===== src/rtl/uart_tx_sched_if.sv =====
// uart_tx_sched_if: requester, transmitter and status signals of the UART TX scheduler
interface uart_tx_sched_if #(parameter int DATA_WIDTH = 8);
  logic                    alu_vld;
  logic [2*DATA_WIDTH-1:0] alu_data;
  logic                    alu_rdy;
  logic                    rf_vld;
  logic [DATA_WIDTH-1:0]   rf_data;
  logic                    rf_rdy;
  logic                    tx_busy;
  logic [DATA_WIDTH-1:0]   tx_p_data;
  logic                    tx_d_vld;
  logic                    sched_busy;
  modport master (
    input  alu_vld, alu_data, rf_vld, rf_data, tx_busy,
    output alu_rdy, rf_rdy, tx_p_data, tx_d_vld, sched_busy
  );
  modport slave (
    output alu_vld, alu_data, rf_vld, rf_data, tx_busy,
    input  alu_rdy, rf_rdy, tx_p_data, tx_d_vld, sched_busy
  );
endinterface


===== src/rtl/uart_tx_sched.sv =====
// uart_tx_sched: round-robin scheduler sharing one UART transmitter between the ALU and register-file channels
module uart_tx_sched #(parameter int DATA_WIDTH = 8) (
  input logic clk,
  input logic rst,
  uart_tx_sched_if.master bus
);
  typedef enum logic [1:0] {IDLE, LOAD, WAIT_HI, WAIT_LO} state_t;
  state_t                  state, state_nx;
  logic [2*DATA_WIDTH-1:0] hold;
  logic                    src, byte_idx, last_grant;
  logic                    accept_ok, pick_rf, xfer;
  always_comb begin
    accept_ok      = state == IDLE && !bus.tx_busy && rst;
    pick_rf        = (bus.alu_vld && bus.rf_vld) ? !last_grant : bus.rf_vld;
    bus.alu_rdy    = accept_ok && bus.alu_vld && !pick_rf;
    bus.rf_rdy     = accept_ok && bus.rf_vld && pick_rf;
    xfer           = bus.alu_rdy || bus.rf_rdy;
    bus.tx_d_vld   = state == LOAD;
    bus.sched_busy = state != IDLE;
    bus.tx_p_data  = byte_idx ? hold[DATA_WIDTH +: DATA_WIDTH] : hold[0 +: DATA_WIDTH];
    state_nx       = IDLE;
    case (state)
      IDLE:    state_nx = xfer ? LOAD : IDLE;
      LOAD:    state_nx = WAIT_HI;
      WAIT_HI: state_nx = bus.tx_busy ? WAIT_LO : WAIT_HI;
      WAIT_LO: state_nx = bus.tx_busy ? WAIT_LO : (!src && !byte_idx) ? LOAD : IDLE;
      default: state_nx = IDLE;
    endcase
  end
  always_ff @(posedge clk) begin
    if (!rst) begin
      state      <= IDLE;
      hold       <= '0;
      src        <= 1'b0;
      byte_idx   <= 1'b0;
      last_grant <= 1'b1;
    end else begin
      state <= state_nx;
      if (xfer) begin
        hold       <= bus.rf_rdy ? {{DATA_WIDTH{1'b0}}, bus.rf_data} : bus.alu_data;
        src        <= bus.rf_rdy;
        byte_idx   <= 1'b0;
        last_grant <= bus.rf_rdy;
      end else if (state == WAIT_LO && !bus.tx_busy && !src) begin
        byte_idx <= 1'b1;
      end
    end
  end
endmodule

===== src/flat_wrapper.sv =====
// flat-port wrapper written by rule: the top's interface ports become plain ports
module uart_tx_sched_flat 
#(parameter int DATA_WIDTH = 8)
  (clk, rst, bus_alu_vld, bus_alu_data, bus_rf_vld, bus_rf_data, bus_tx_busy, bus_alu_rdy, bus_rf_rdy, bus_tx_p_data, bus_tx_d_vld, bus_sched_busy);
  uart_tx_sched_if #(.DATA_WIDTH(DATA_WIDTH)) bus_i ();
  input logic clk;
  input logic rst;
  input wire logic [$bits(bus_i.alu_vld)-1:0] bus_alu_vld;
  input wire logic [$bits(bus_i.alu_data)-1:0] bus_alu_data;
  input wire logic [$bits(bus_i.rf_vld)-1:0] bus_rf_vld;
  input wire logic [$bits(bus_i.rf_data)-1:0] bus_rf_data;
  input wire logic [$bits(bus_i.tx_busy)-1:0] bus_tx_busy;
  output wire logic [$bits(bus_i.alu_rdy)-1:0] bus_alu_rdy;
  output wire logic [$bits(bus_i.rf_rdy)-1:0] bus_rf_rdy;
  output wire logic [$bits(bus_i.tx_p_data)-1:0] bus_tx_p_data;
  output wire logic [$bits(bus_i.tx_d_vld)-1:0] bus_tx_d_vld;
  output wire logic [$bits(bus_i.sched_busy)-1:0] bus_sched_busy;
  assign bus_i.alu_vld = bus_alu_vld;
  assign bus_i.alu_data = bus_alu_data;
  assign bus_i.rf_vld = bus_rf_vld;
  assign bus_i.rf_data = bus_rf_data;
  assign bus_i.tx_busy = bus_tx_busy;
  assign bus_alu_rdy = bus_i.alu_rdy;
  assign bus_rf_rdy = bus_i.rf_rdy;
  assign bus_tx_p_data = bus_i.tx_p_data;
  assign bus_tx_d_vld = bus_i.tx_d_vld;
  assign bus_sched_busy = bus_i.sched_busy;
  uart_tx_sched #(.DATA_WIDTH(DATA_WIDTH)) u_core (.clk(clk), .rst(rst), .bus(bus_i));
endmodule

===== config.mk =====
export PLATFORM = sky130hd
export DESIGN_NAME = uart_tx_sched_flat
export DESIGN_NICKNAME = d
export VERILOG_FILES = /design/src/rtl/uart_tx_sched_if.sv /design/src/rtl/uart_tx_sched.sv /design/src/flat_wrapper.sv
export SDC_FILE = /design/constraint.sdc
export NUM_CORES = 1
export LEC_CHECK = 0
export ABC_AREA = 1
export ABC_CLOCK_PERIOD_IN_PS = 1850
export CORE_MARGIN = 4
export CORE_UTILIZATION = 46
export DETAILED_ROUTE_END_ITERATION = 10
export PLACE_DENSITY = 0.83
export SYNTH_ARGS = -nofsm -noshare
export SYNTH_HDL_FRONTEND = slang
export SYNTH_SLANG_ARGS = --single-unit

===== constraint.sdc =====
create_clock -name clk -period 1.85 [get_ports clk]
set_input_delay 0.37 -clock clk [delete_from_list [all_inputs] [get_ports clk]]
set_output_delay 0.37 -clock clk [all_outputs]
set_load 0.005 [all_outputs]

-- Word-level counts from Yosys, hierarchy flattened
Index checks and enable logic that the tools add are counted.
- output and inout bits: 12
- word-level logic and storage cells: 36
- flip-flop bits (word level): 21
- input bits: 29
- reductions and logical operators: 19
- equality and inequality tests: 3
- mux-type cells: 8
- bitwise operators: 1
- operators with widths (cell ; number):
    $mux 16 ; 1
    $logic_and 1x1->1 ; 10
    $mux 8 ; 1
    $pmux 2 s4 ; 1
    $logic_not 1->1 ; 5
    $eq 2x2->1 const B ; 2
    $mux 1 ; 4
    $eq 2x1->1 const B ; 1
    $logic_not 2->1 ; 1
    $mux 2 ; 1
    $reduce_bool 2->1 ; 1
    $reduce_or 2->1 ; 1
    $logic_or 1x1->1 ; 1
    $not 1->1 ; 1

-- Longest topological paths before layout
- word-level depth: 8
- mapped depth: 9
- mapped depth without buffers: 8

-- Least setup slack after synthesis
No wires, ideal clock.
- kind: input to output
- from: input bus_tx_busy
- to: output bus_rf_rdy
- data required time: 1.480 ns
- setup slack: 0.478 ns
- data arrival time: 1.002 ns
- path buffers: 1
- stages on the path: 6
- cell sequence: inv_1 > nand2_1 > nor2_8 > nand2_2 > buf_4 > inv_2
- longest elaborated chain between the ends: 5
- RTL lines (element ; line ; source):
    from (decl) ; flat_wrapper.sv:12 ; input wire logic [$bits(bus_i.tx_busy)-1:0] bus_tx_busy;
    $logic_not 1->1 ; uart_tx_sched.sv:13 ; accept_ok = state == IDLE && !bus.tx_busy && rst;
    $logic_and 1x1->1 (2 in a row) ; uart_tx_sched.sv:13 ;
    $logic_and 1x1->1 (2 in a row) ; uart_tx_sched.sv:16 ; bus.rf_rdy = accept_ok && bus.rf_vld && pick_rf;
    to (decl) ; flat_wrapper.sv:14 ; output wire logic [$bits(bus_i.rf_rdy)-1:0] bus_rf_rdy;
No other way between the ends.

-- Worst setup path in the final report
- from: input bus_rf_vld
- to: output bus_rf_rdy
- longest elaborated chain between the ends: 3
- elaborated cells on any way between the ends: 4
- classes of those cells: mux (1); reduce/logical (3)
- RTL lines (element ; line ; source):
    from (decl) ; flat_wrapper.sv:10 ; input wire logic [$bits(bus_i.rf_vld)-1:0] bus_rf_vld;
    $logic_and 1x1->1 ; uart_tx_sched.sv:14 ; pick_rf = (bus.alu_vld && bus.rf_vld) ? !last_grant : bus.rf_vld;
    $mux 1 ; uart_tx_sched.sv:14 ;
    $logic_and 1x1->1 * ; uart_tx_sched.sv:16 ;
Every way passes the cells marked *; elsewhere a longest branch is shown, timed or not.

==> results.py <==
metrics = {
    "run_status": {
        "status": "finished clean",
    },
    "layout": {
        "final_util": 0.719,
        "nNetsFinal": 241,
        "diodes": 0,
        "area_delta_synth_final_pct": 47.5,
        "fillers": 185,
        "seqCellArea_um2": 424,
        "drive_above_1_share": 0.147,
        "multi_input_area_um2": 558,
    },
    "global_routing": {
        "grt_overflow": 0,
        "grt_usage": 0.190,
        "grt_max_degree": 26,
        "grt_pass1_vias": 1147,
        "grt_pass1_wl_mm": 4.86,
        "antenna_found_initial": 0,
    },
    "synthesis": {
        "synth_xor_area_frac": 0,
        "synth_compound_area_frac": 0.110,
        "synthSimpleGateAreaFrac": 0.393,
        "syn_area_um2": 1090,
        "yosysSeqAreaShare": 0.386,
        "synth_top_family_by_area": "simple AND/OR/NAND/NOR gates",
        "avgSynthCellArea_um2": 6.60,
        "synth.ff_latch_count": 21,
        "synth.mux.area_fraction": 0,
        "synthCells": 165,
        "yosys_warnings": 0,
        "synth_fp_nets": 194,
        "synth_fa_ha_area_frac": 0,
        "synth.distinct_cells": 18,
    },
    "route": {
        "wl_per_cell_um": 12.3,
        "drt_iter0_drc": 56,
        "drc": 0,
        "first_pass_iters": 4,
        "via_count": 1207,
        "wirelength_mm": 2.95,
        "ant_nets": 0,
        "via_per_inst": 5.05,
    },
    "critical_path": {
        "start_kind": "primary input",
        "rr_startpoint": "u_core.state[1]",
        "cp-startpoint": "bus_rf_vld",
        "r2r-end": "u_core.hold[6]",
        "cp.depth": 6,
        "critical_path.top_delay_family": "buffers and inverters",
        "regToRegSetupSlack_ns": 0.44,
        "worstSetupPathType": "primary input to primary output",
        "crit_buf_inv": 4,
        "cp_cell_sequence": "clkdlybuf4s50_1 -> inv_1 -> a21oi_2 -> nand2_2 -> inv_2 -> dlygate4sd2_1",
        "r2r_cells": 10,
        "arrival_ns": 1.40,
        "crit_path_end_kind": "primary output",
        "path_max_fanout": 3,
        "slowest_delay_ns": 0.45,
        "crit_path_end": "bus_rf_rdy",
        "required_ns": 1.48,
        "critPathSlowestCell": "clkdlybuf4s50_1",
    },
    "timing": {
        "tightest_slew_ns": 0.369,
        "period_share": 0.958,
        "fmax_ghz": 0.564,
        "finalCriticalPeriod_ns": 1.77,
        "rsz0062_at_grt": "false",
        "setup_violations": 0,
        "slew_headroom": 0.754,
        "maxSlewViolCount": 0,
        "hold_viol_final": 0,
        "skew_ns": 0.00653,
    },
    "power_and_ir_drop": {
        "powerDensity_nw_per_um2": 587,
        "p_leak_nw": 0.793,
        "finalPower_mw": 0.942,
        "irDropWorstVdd_v": 0.000349,
    },
    "cts": {
        "cts_tree": "built",
        "clk_latency_ns": 0.30,
        "cts.clk_slew.worst_paths_ns": 0.13,
        "cts_buffer_depth": 2,
        "cts_inserted_buffers": 3,
        "clock-sinks": 21,
        "cts_root_buffer": "clkbuf_4",
        "htree_levels": 1,
    },
    "floorplanning": {
        "die_x_um": 56.6,
        "core_um2": 2230,
        "initial_core_util": 0.487,
        "dieArea_um2": 3210,
        "die_h_um": 56.6,
        "rows": 17,
        "num_io_pins": 41,
    },
    "placed_design": {
        "place_hpwl_mm": 2.25,
        "gp_congestion": 0.765,
        "portBuffers": 40,
    },
    "job": {
        "cap_violations": 0,
    },
    "min_path": {
        "min-delay-path-class": "flop to flop",
    },
}
==> worst register-to-register path, delay by kind of cell (launching register included) <==
kind                   cells  cell delay, ns
buffers and inverters      4            0.52
flip-flops                 1            0.40
AND/OR/NAND/NOR            5            0.35
AO/OA/AOI/OAI              1            0.07
==> flip-flops by register name (all words and copies together) (netlist names) <==
name / cells
u_core.state: 2
u_core.byte_idx: 1
u_core.last_grant: 1
u_core.hold: 16
u_core.src: 1
==> how the worst min path moves through the flow <==
stage	start	to	slack, ns	depth (start not counted)
floorplan	u_core.hold[10]	u_core.hold[10]	0.44	2
global placement	u_core.hold[8]	u_core.hold[8]	0.45	2
detailed placement	u_core.hold[15]	u_core.hold[15]	0.45	2
CTS	u_core.hold[15]	u_core.hold[15]	0.47	2
global route	u_core.hold[15]	u_core.hold[15]	0.49	2
finish	u_core.hold[13]	u_core.hold[13]	0.47	2
==> logic make-up after synthesis <==
kind of cell | after synthesis
AND/OR/NAND/NOR | 99
buffers and inverters | 24
flip-flops | 21
AO/OA/AOI/OAI | 21
==> cell type report <==
| class | instances | share of cell area |
|---|---|---|
| clock inverter | 1 | 0.00312 |
| timing repair buffer | 51 | 0.314 |
| clock buffer | 3 | 0.0140 |
| sequential | 21 | 0.264 |
| tap | 28 | 0.0218 |
| multi-input combinational | 120 | 0.348 |
| inverter | 15 | 0.0351 |
==> cells in the final DEF (no fill, tap or decap), drive strengths merged <==
cell type / synthesis / final
clkdlybuf4s50: 0 / 28
clkbuf: 4 / 3
dlygate4sd2: 0 / 7
nand2: 55 / 55
inv: 15 / 15
a21oi: 12 / 12
o21ai: 9 / 9
dfxtp: 21 / 21
nor3: 2 / 2
and3: 1 / 1
nor2: 23 / 23
nand3: 18 / 18
dlymetal6s2s: 0 / 4
buf: 5 / 12
clkinv: 0 / 1
==> cells in the mapped netlist <==
master | number | area share
a21oi_1 | 11 | 0.051
a21oi_2 | 1 | 0.0080
and3_1 | 1 | 0.0058
buf_4 | 2 | 0.014
buf_6 | 3 | 0.031
clkbuf_1 | 4 | 0.014
dfxtp_1 | 21 | 0.39
inv_1 | 13 | 0.045
inv_2 | 2 | 0.0069
nand2_1 | 53 | 0.18
nand2_2 | 2 | 0.011
nand3_1 | 18 | 0.083
nor2_1 | 21 | 0.072
nor2_4 | 1 | 0.010
nor2_8 | 1 | 0.018
nor3_1 | 2 | 0.0092
o21ai_0 | 8 | 0.037
o21ai_4 | 1 | 0.015
==> layer usage <==
metal | wire (um) | share of wire | track usage
met4 | 82 | 0.028 | 0.0847
met2 | 1480 | 0.50 | 0.338
met5 | 0 | 0 | 0
met3 | 182 | 0.062 | 0.0368
met1 | 1210 | 0.41 | 0.216
==> repair_timing <==
action	CTS	global route
endpoints found under the setup margin	10	6
pin swaps	2	2
hold buffers	0	0
resized for setup	16	9
buffers inserted	2	0
==> where the power goes <==
| group | switching, mW | internal, mW |
|---|---|---|
| sequential | 0.0103 | 0.474 |
| clock | 0.143 | 0.0805 |
| combinational | 0.110 | 0.125 |
==> stage by stage <==
stage          instances  hold WS, ns  setup WS, ns  TNS (ns)  instance area [um2]
2_1_floorplan        165        0.439         0.478         0                 1090
3_3_place_gp         233        0.447        -0.302    -0.548                 1550
3_5_place_dp         233        0.452        -0.413    -0.712                 1550
4_1_cts              239        0.471      0.000711         0                 1590
5_1_grt              239        0.488       0.00159         0                 1610
6_report             239        0.473        0.0783         0                 1610
(Power assumes the default switching activity.)
